$ cat src/rtl/booth_pkg.sv
// Shared types and constants for the radix-4 Booth sequential multiplier.
package booth_pkg;

  localparam int unsigned WIDTH      = 32;
  localparam int unsigned NUM_GROUPS = 16;

  typedef enum logic [1:0] {
    StIdle,
    StCalc,
    StDone
  } state_e;

  // Triplet codes {b[2i+1], b[2i], b[2i-1]}
  localparam logic [2:0] BOOTH_Z0  = 3'b000;
  localparam logic [2:0] BOOTH_P1A = 3'b001;
  localparam logic [2:0] BOOTH_P1B = 3'b010;
  localparam logic [2:0] BOOTH_P2  = 3'b011;
  localparam logic [2:0] BOOTH_M2  = 3'b100;
  localparam logic [2:0] BOOTH_M1A = 3'b101;
  localparam logic [2:0] BOOTH_M1B = 3'b110;
  localparam logic [2:0] BOOTH_Z1  = 3'b111;

endpackage

$ cat src/rtl/booth_pp_sel.sv
// Booth triplet decode and unshifted 64-bit partial product selection.
module booth_pp_sel
  import booth_pkg::*;
(
  input  logic [2:0]         triplet,
  input  logic [WIDTH-1:0]   a,
  output logic [2*WIDTH-1:0] pp
);

  logic                 neg, zero, one, two;
  logic [2*WIDTH-1:0]   a_sext;
  logic [2*WIDTH-1:0]   mag;

  always_comb begin
    neg  = 1'b0;
    zero = 1'b0;
    one  = 1'b0;
    two  = 1'b0;
    unique case (triplet)
      BOOTH_Z0, BOOTH_Z1:   zero = 1'b1;
      BOOTH_P1A, BOOTH_P1B: one  = 1'b1;
      BOOTH_P2:             two  = 1'b1;
      BOOTH_M2:             begin two = 1'b1; neg = 1'b1; end
      BOOTH_M1A, BOOTH_M1B: begin one = 1'b1; neg = 1'b1; end
    endcase
  end

  assign a_sext = {{WIDTH{a[WIDTH-1]}}, a};

  always_comb begin
    if (zero)     mag = '0;
    else if (two) mag = a_sext << 1;
    else if (one) mag = a_sext;
    else          mag = '0;
    pp = neg ? (~mag + 64'd1) : mag;
  end

endmodule

$ cat src/rtl/booth_seq_mul.sv
// Sequential radix-4 Booth multiplier: one Booth group per cycle, 16 cycles per product.
module booth_seq_mul #(
  parameter int unsigned WIDTH = 32
) (
  input  logic                 clk,
  input  logic                 rst_n,
  input  logic                 in_valid,
  output logic                 in_ready,
  input  logic [WIDTH-1:0]     a,
  input  logic [WIDTH-1:0]     b,
  input  logic                 abort,
  output logic                 out_valid,
  input  logic                 out_ready,
  output logic [2*WIDTH-1:0]   prod
);
  import booth_pkg::*;

  state_e             state_q, state_d;
  logic [WIDTH-1:0]   a_q, a_d;
  logic [WIDTH-1:0]   b_q, b_d;
  logic [2*WIDTH-1:0] acc_q, acc_d;
  logic [3:0]         cnt_q, cnt_d;

  logic [WIDTH:0]     b_ext;
  logic [5:0]         shamt;
  logic [2:0]         triplet;
  logic [2*WIDTH-1:0] pp;
  logic               last_group;

  // b[-1] is an implicit zero below the LSB
  assign b_ext      = {b_q, 1'b0};
  assign shamt      = {1'b0, cnt_q, 1'b0};
  assign triplet    = b_ext[shamt +: 3];
  assign last_group = (cnt_q == 4'(NUM_GROUPS - 1));

  booth_pp_sel u_pp_sel (
    .triplet (triplet),
    .a       (a_q),
    .pp      (pp)
  );

  always_ff @(posedge clk or negedge rst_n) begin
    if (!rst_n) state_q <= StIdle;
    else        state_q <= state_d;
  end

  always_comb begin
    state_d = state_q;
    unique case (state_q)
      StIdle: if (!abort && in_valid) state_d = StCalc;
      StCalc: begin
        if (abort)           state_d = StIdle;
        else if (last_group) state_d = StDone;
      end
      StDone: if (abort || out_ready) state_d = StIdle;
      default:                        state_d = StIdle;
    endcase
  end

  always_comb begin
    in_ready  = (state_q == StIdle);
    out_valid = (state_q == StDone);
    prod      = out_valid ? acc_q : '0;
  end

  always_comb begin
    a_d   = a_q;
    b_d   = b_q;
    acc_d = acc_q;
    cnt_d = cnt_q;
    if (abort) begin
      acc_d = '0;
      cnt_d = '0;
    end else if (state_q == StIdle && in_valid) begin
      a_d   = a;
      b_d   = b;
      acc_d = '0;
      cnt_d = '0;
    end else if (state_q == StCalc) begin
      acc_d = acc_q + (pp << shamt);
      cnt_d = cnt_q + 4'd1;
    end
  end

  always_ff @(posedge clk or negedge rst_n) begin
    if (!rst_n) begin
      a_q   <= '0;
      b_q   <= '0;
      acc_q <= '0;
      cnt_q <= '0;
    end else begin
      a_q   <= a_d;
      b_q   <= b_d;
      acc_q <= acc_d;
      cnt_q <= cnt_d;
    end
  end

endmodule

$ cat config.mk
export PLATFORM = sky130hd
export DESIGN_NAME = booth_seq_mul
export DESIGN_NICKNAME = d
export VERILOG_FILES = /design/src/rtl/booth_pkg.sv /design/src/rtl/booth_pp_sel.sv /design/src/rtl/booth_seq_mul.sv
export SDC_FILE = /design/constraint.sdc
export NUM_CORES = 1
export LEC_CHECK = 0
export CAP_MARGIN = 5
export CORE_ASPECT_RATIO = 1.75
export CORE_MARGIN = 3
export CORE_UTILIZATION = 25
export DETAILED_ROUTE_END_ITERATION = 8
export PLACE_DENSITY = 0.44
export REMOVE_ABC_BUFFERS = 1
export SETUP_SLACK_MARGIN = 0.4
export SYNTH_ARGS = -nofsm -noshare
export SYNTH_HDL_FRONTEND = slang
export SYNTH_HIERARCHICAL = 1
export SYNTH_SLANG_ARGS = --single-unit
$ cat constraint.sdc
create_clock -name clk -period 13.6 [get_ports clk]
set_input_delay 2.04 -clock clk [delete_from_list [all_inputs] [get_ports clk]]
set_output_delay 2.04 -clock clk [all_outputs]
set_load 0.02 [all_outputs]
==> impl_metrics.json, run 1 <==
{
  "crit_fanout": 47,
  "cap_violations": 0,
  "ys_top_cells_by_area": "dfrtp_1, mux4_2, ha_1, mux2_2, mux2i_1",
  "whs_ps": 505,
  "fillers": 5853,
  "hold_viol_final": 0,
  "power_density_nw_per_um2": 197,
  "track_usage_pct": 16.5,
  "hold_class": "reg -> reg",
  "clock-sinks": 134,
  "endpoint_kind": "register",
  "synthFlopType": "dfrtp_1",
  "path_class": "reg -> reg",
  "fin_crit_sh_pct": 68.7,
  "final_nets": 1869,
  "critPathBufInv": 2,
  "yosysWarningCount": 6,
  "grt_max_degree": 87,
  "slew_headroom_pct": 19.6,
  "p_total_mw": 3.26,
  "insertion_delay_ps": 470,
  "status": "finished clean",
  "slew_violations": 0,
  "die_h_um": 320,
  "seqCellArea_um2": 3360,
  "grt_pass1_vias": 13166,
  "ys_seq_area_share_pct": 23.8,
  "cpMaxStageDelayCell": "o41ai_4",
  "dpl_cell_area_um2": 16000,
  "path_delay_family": "compound AO/OA/AOI/OAI gates",
  "drt_wl_total_mm": 49.2,
  "min-delay-start": "b_q[4]",
  "tritoncts.num_buffers": 17,
  "ant_nets": 0,
  "setup_violations": 0,
  "crit_top_cell": "ha_1",
  "worst_setup_path_start_kind": "register",
  "synthArstFlopShare_pct": 100,
  "max_freq_mhz": 107,
  "drt_iter0_drc": 723,
  "ctsHoldBuffers": 0,
  "multiInputGateArea_um2": 10100,
  "tightestPinTransition_ps": 1200,
  "yosys.area.top_type": "dfrtp_1",
  "wl_per_cell_um": 20.2,
  "io-pin-count": 135,
  "r2r-start": "cnt_q[0]",
  "post-route-cell-area_um2": 16600,
  "synth-seq-cells": 134,
  "synth_edf_count": 0,
  "ys_types": 89,
  "avgSynthCellArea_um2": 8.40,
  "synthesis.area_um2": 14100,
  "cts_tree": "built",
  "antenna_cells": 0,
  "cts.path.max_buffers": 2,
  "htree_num_levels": 4,
  "clock_skew_ps": 16.5,
  "clkTransAtPathRegs_ps": 70,
  "tns_ps": 0,
  "period_minus_slack_ps": 9350,
  "rows": 114,
  "drive_gt1_share_pct": 12.6,
  "die_area_um2": 59300,
  "dp_hpwl_mm": 39.4,
  "grt_pass1_wl_mm": 76.6,
  "core_um2": 55500,
  "cts_resized": 0,
  "rsz0062_at_grt": "false",
  "io_buffers": 134,
  "synth_top_area_share_pct": 23.8,
  "drcViolationCount": 0,
  "crit_required_ps": 13950,
  "cts_root_buffer": "clkbuf_16",
  "place.gp.congestion": 0.920,
  "vias": 12773,
  "ir_drop_mv": 0.105,
  "critical_path_arrival_ps": 9700,
  "p_leak_nw": 6.67,
  "start_util_pct": 25.4,
  "die_w_um": 185,
  "grt_overflow": 0,
  "syn_inst": 1676,
  "dr.pass1.iters": 5,
  "max_stage_delay_ps": 1090,
  "postCtsSetupBuffers": 0,
  "cp-startpoint": "cnt_q[0]",
  "syn_to_final_growth_pct": 17.6,
  "antenna_found_initial": 0,
  "viasPerCell": 5.24
}
[kinds of logic (layout without fill, tap and decap cells)]
kind of cell,Yosys count,count (layout),synth area share (%)
and+or+nand+nor,538,538,19.4
AOI/OAI and AO/OA,505,505,23.1
muxes,189,189,17.6
buffers and inverters,153,220,4.43
DFF,134,134,23.8
xor gates and xnor gates,87,87,5.41
adders and majority gates,70,70,6.28
[flip-flops by register name (all words and copies together), names as in the netlist]
name	cells
acc_q	64
cnt_q	4
a_q	32
state_q	2
b_q	32
[worst paths after layout]
check                            endpoint  depth (start not counted)  slack (ps)
worst max-delay path            acc_q[56]                         30        4250
worst min-delay path               b_q[4]                          1         510
worst max register to register  acc_q[56]                         30        4250
worst min register to register     b_q[4]                          1         510
max in group asynchronous       acc_q[53]                          2       10770
min in group asynchronous         a_q[11]                          1        1570
[synthesized netlist by cell type, drive strengths merged (6+ instances only)]
cell type	instances
a41oi	6
mux4	39
a31oi	21
o21ai	149
xnor2	45
a211oi	28
and2	78
ha	69
nor2	113
nand2	188
o211ai	8
nand2b	14
and3	10
xor2	42
nor4bb	21
mux2	73
a21oi	148
a21o	43
nand3	13
nand4	22
inv	39
buf	35
o21bai	11
clkbuf	79
o31ai	8
a22oi	12
nor3	17
nand3b	10
dfrtp	134
a221oi	7
mux2i	77
nor2b	22
o21a	8
o22ai	6
[metrics by stage]
step	instances	util [%]	setup slack, ps
2_1_floorplan	1562	-	3010
3_3_place_gp	2407	28.8	4400
3_5_place_dp	2407	28.8	4320
4_1_cts	2439	29.8	4300
5_1_grt	2439	29.8	3690
6_report	2439	29.8	4250
[power breakdown]
| group | internal, mW | switching [mW] | total (mW) |
|---|---|---|---|
| Combinational | 0.832 | 1.34 | 2.17 |
| Clock | 0.265 | 0.223 | 0.488 |
| Sequential | 0.490 | 0.112 | 0.602 |
[layer usage]
metal	vias to the layer above	part of all wire (%)	track usage (%)
met3	70	2.3	1.76
met5	-	0	0
met1	6179	39	17.9
li1	6281	-	-
met4	0	4.1	7.54
met2	243	55	31.6
[cell type report]
| cell class | count | area share [%] |
|---|---|---|
| flip-flops and latches | 134 | 20.3 |
| repair buffers | 149 | 8.79 |
| clock inverters | 14 | 0.915 |
| clock buffers | 18 | 2.65 |
| multi-input cells | 1389 | 61.2 |
| well taps | 696 | 5.26 |
| inverters | 39 | 0.884 |
[cell usage in the layout (no fill, tap or decap), drive strengths merged, types with 42 or more instances in the layout]
| master | Yosys | final |
|---|---|---|
| a21o | 43 | 43 |
| a21oi | 148 | 148 |
| and2 | 78 | 78 |
| clkdlybuf4s50 | 0 | 133 |
| dfrtp | 134 | 134 |
| ha | 69 | 69 |
| inv | 39 | 49 |
| mux2 | 73 | 73 |
| mux2i | 77 | 77 |
| nand2 | 188 | 188 |
| nor2 | 113 | 113 |
| o21ai | 149 | 149 |
| xnor2 | 45 | 45 |
| xor2 | 42 | 42 |
Note: power is estimated with default switching activity, not from simulation.
==> inputs of run 2 (changes only) <==
--- a/config.mk
+++ b/config.mk
@@ -10,7 +10,7 @@
 export CORE_MARGIN = 3
 export CORE_UTILIZATION = 25
 export DETAILED_ROUTE_END_ITERATION = 8
-export PLACE_DENSITY = 0.44
+export PLACE_DENSITY = 0.46
 export REMOVE_ABC_BUFFERS = 1
 export SETUP_SLACK_MARGIN = 0.4
 export SYNTH_ARGS = -nofsm -noshare
==> constraint.sdc (replaced) <==
create_clock -name clk -period 8 [get_ports clk]
set_input_delay 1.2 -clock clk [delete_from_list [all_inputs] [get_ports clk]]
set_output_delay 1.2 -clock clk [all_outputs]
set_load 0.02 [all_outputs]
==> run 2 against run 1 <==
  * Combinational power rose by 100%
  * Final area increased by 9.0%
  * Die area stayed put
  * Power grew 90%
  * First-iteration DRC count rose by 5.9%
  * Sequential power grew 69%
  * Worst setup slack got worse by 3500 ps
  * Non-clock buffer count grew 113
  * Via count grew 4.8%
  * Wire length rose by 2.5%
  * Count of clock-buffer cells in the layout unchanged
  * Clock skew fell by 3.0 ps
  * Critical path type unchanged
  * Critical endpoint unchanged
==> impl_metrics.json, run 2 (synthesis results as in run 1) <==
{
  "status": "finished clean",
  "drt_wl_total_mm": 50.4,
  "ant_nets": 0,
  "grt_overflow": 0,
  "critical_path_arrival_ps": 7620,
  "cp-startpoint": "cnt_q[0]",
  "busiest_layer": "met2",
  "max_freq_mhz": 137,
  "cts_tree": "built",
  "grt_use_met1_pct": 17.9,
  "cts_root_buffer": "clkbuf_16",
  "largest_register": "acc_q",
  "setup_violations": 0,
  "grt_pass1_wl_mm": 78.0,
  "clock-sinks": 134,
  "crit_fanout": 10,
  "setup_slack_ps": 724,
  "place_ws_ps": -24.4,
  "crit_required_ps": 8340,
  "tritoncts.num_buffers": 17,
  "endpoint_kind": "register",
  "grt_max_degree": 72,
  "hold_viol_final": 0,
  "min_path_cells": 1,
  "r2r-start": "cnt_q[0]",
  "antenna_cells": 0,
  "power_density_nw_per_um2": 343,
  "drt_iter0_drc": 766,
  "cpMaxStageDelayCell": "mux4_2",
  "r2r_cells": 32,
  "period_minus_slack_ps": 7280,
  "io_buffers": 134,
  "cts.path.max_buffers": 2,
  "wl_per_cell_um": 19.8,
  "viasPerCell": 5.24,
  "antenna_found_initial": 0,
  "io-pin-count": 135,
  "final_nets": 1982,
  "slew_violations": 0,
  "track_usage_pct": 16.9,
  "dr.pass1.iters": 6,
  "worst_setup_path_start_kind": "register",
  "die_area_um2": 59300,
  "max_stage_delay_ps": 540,
  "drcViolationCount": 0,
  "vias": 13383,
  "cap_violations": 0,
  "die_h_um": 320,
  "clock_skew_ps": 13.6,
  "ir_drop_mv": 0.143,
  "die_w_um": 185,
  "largest_reg_flops": 64,
  "grt_pass1_vias": 13629,
  "path_class": "reg -> reg",
  "r2r_setup_slack_ps": 720,
  "dp_hpwl_mm": 40.3,
  "insertion_delay_ps": 460,
  "place.gp.congestion": 0.898,
  "start_util_pct": 25.4,
  "rows": 114,
  "htree_num_levels": 4,
  "hold_class": "reg -> reg",
  "syn_to_final_growth_pct": 28.2,
  "slew_headroom_pct": 38.3,
  "tightestPinTransition_ps": 925,
  "ctsHoldBuffers": 0,
  "use_met3_pct": 1.96,
  "fin_crit_sh_pct": 90.9,
  "drive_gt1_share_pct": 23.4,
  "p_leak_nw": 7.31,
  "clkTransAtPathRegs_ps": 70,
  "final_common_cell": "nand2_1",
  "rsz0062_at_grt": "true",
  "tns_ps": 0,
  "core_um2": 55500,
  "layout_common_cells": "nand2_1, clkdlybuf4s50_1, dfrtp_1",
  "largestRegisters": "acc_q x64, a_q x32, b_q x32",
  "grtUsageMet2_pct": 31.8,
  "min-delay-start": "b_q[0]"
}
[run 2: cell type report]
| cell class | instances | area [µm²] |
|---|---|---|
| timing repair buffer | 262 | 2320 |
| fill | 5789 | 37400 |
| multi-input combinational | 1389 | 10800 |
| sequential | 134 | 3360 |
| inverter | 39 | 146 |
| tap | 696 | 871 |
| clock buffer | 18 | 429 |
| clock inverter | 14 | 144 |
[run 2: path summary, 6_finish.rpt]
path,endpoint
setup / recovery,acc_q[56]
hold / removal,b_q[0]
setup reg to reg,acc_q[56]
hold reg to reg,b_q[0]
max in group asynchronous,state_q[0]
min in group asynchronous,acc_q[57]
[run 2: timing repair]
action | 4_1_cts | 5_1_grt
endpoints found under the setup margin | 21 | 30
buffers inserted | 14 | 22
gates resized for setup | 36 | 108
pin swaps | 9 | 32
[run 2: stage by stage]
step | instance area, µm² | std cells | power (mW) | utilization [%] | hold WS, ps
2_1_floorplan | 13600 | 1562 | 3.63 | - | 469
3_3_place_gp | 16500 | 2484 | 4.95 | 29.8 | 497
3_5_place_dp | 16500 | 2484 | 4.95 | 29.8 | 493
4_1_cts | 17400 | 2530 | 5.89 | 31.3 | 508
5_1_grt | 18000 | 2552 | 6.69 | 32.5 | 537
6_report | 18000 | 2552 | 6.19 | 32.5 | 504
[run 2: power breakdown]
part | leakage, nW | switching [mW] | internal (mW)
registers | 1.70 | 0.185 | 0.833
logic | 5.33 | 2.49 | 1.89
clock network | 0.279 | 0.364 | 0.436
[run 2: metal layers]
metal,vias up,part of all wire (%),wire [µm]
li1,6510,-,-
met1,6462,37,18800
met4,0,5.9,2990
met5,-,0,0
met2,296,54,27200
met3,115,2.9,1450
[run 2: worst max-delay path: cells and delay by family, from the launching register on]
kind / cells / cell delay (ps)
compound gates: 14 / 2660
xor+xnor: 1 / 180
fa+ha+maj: 3 / 760
buf+inv: 3 / 440
flops: 1 / 530
mux: 3 / 850
simple gates: 8 / 1720
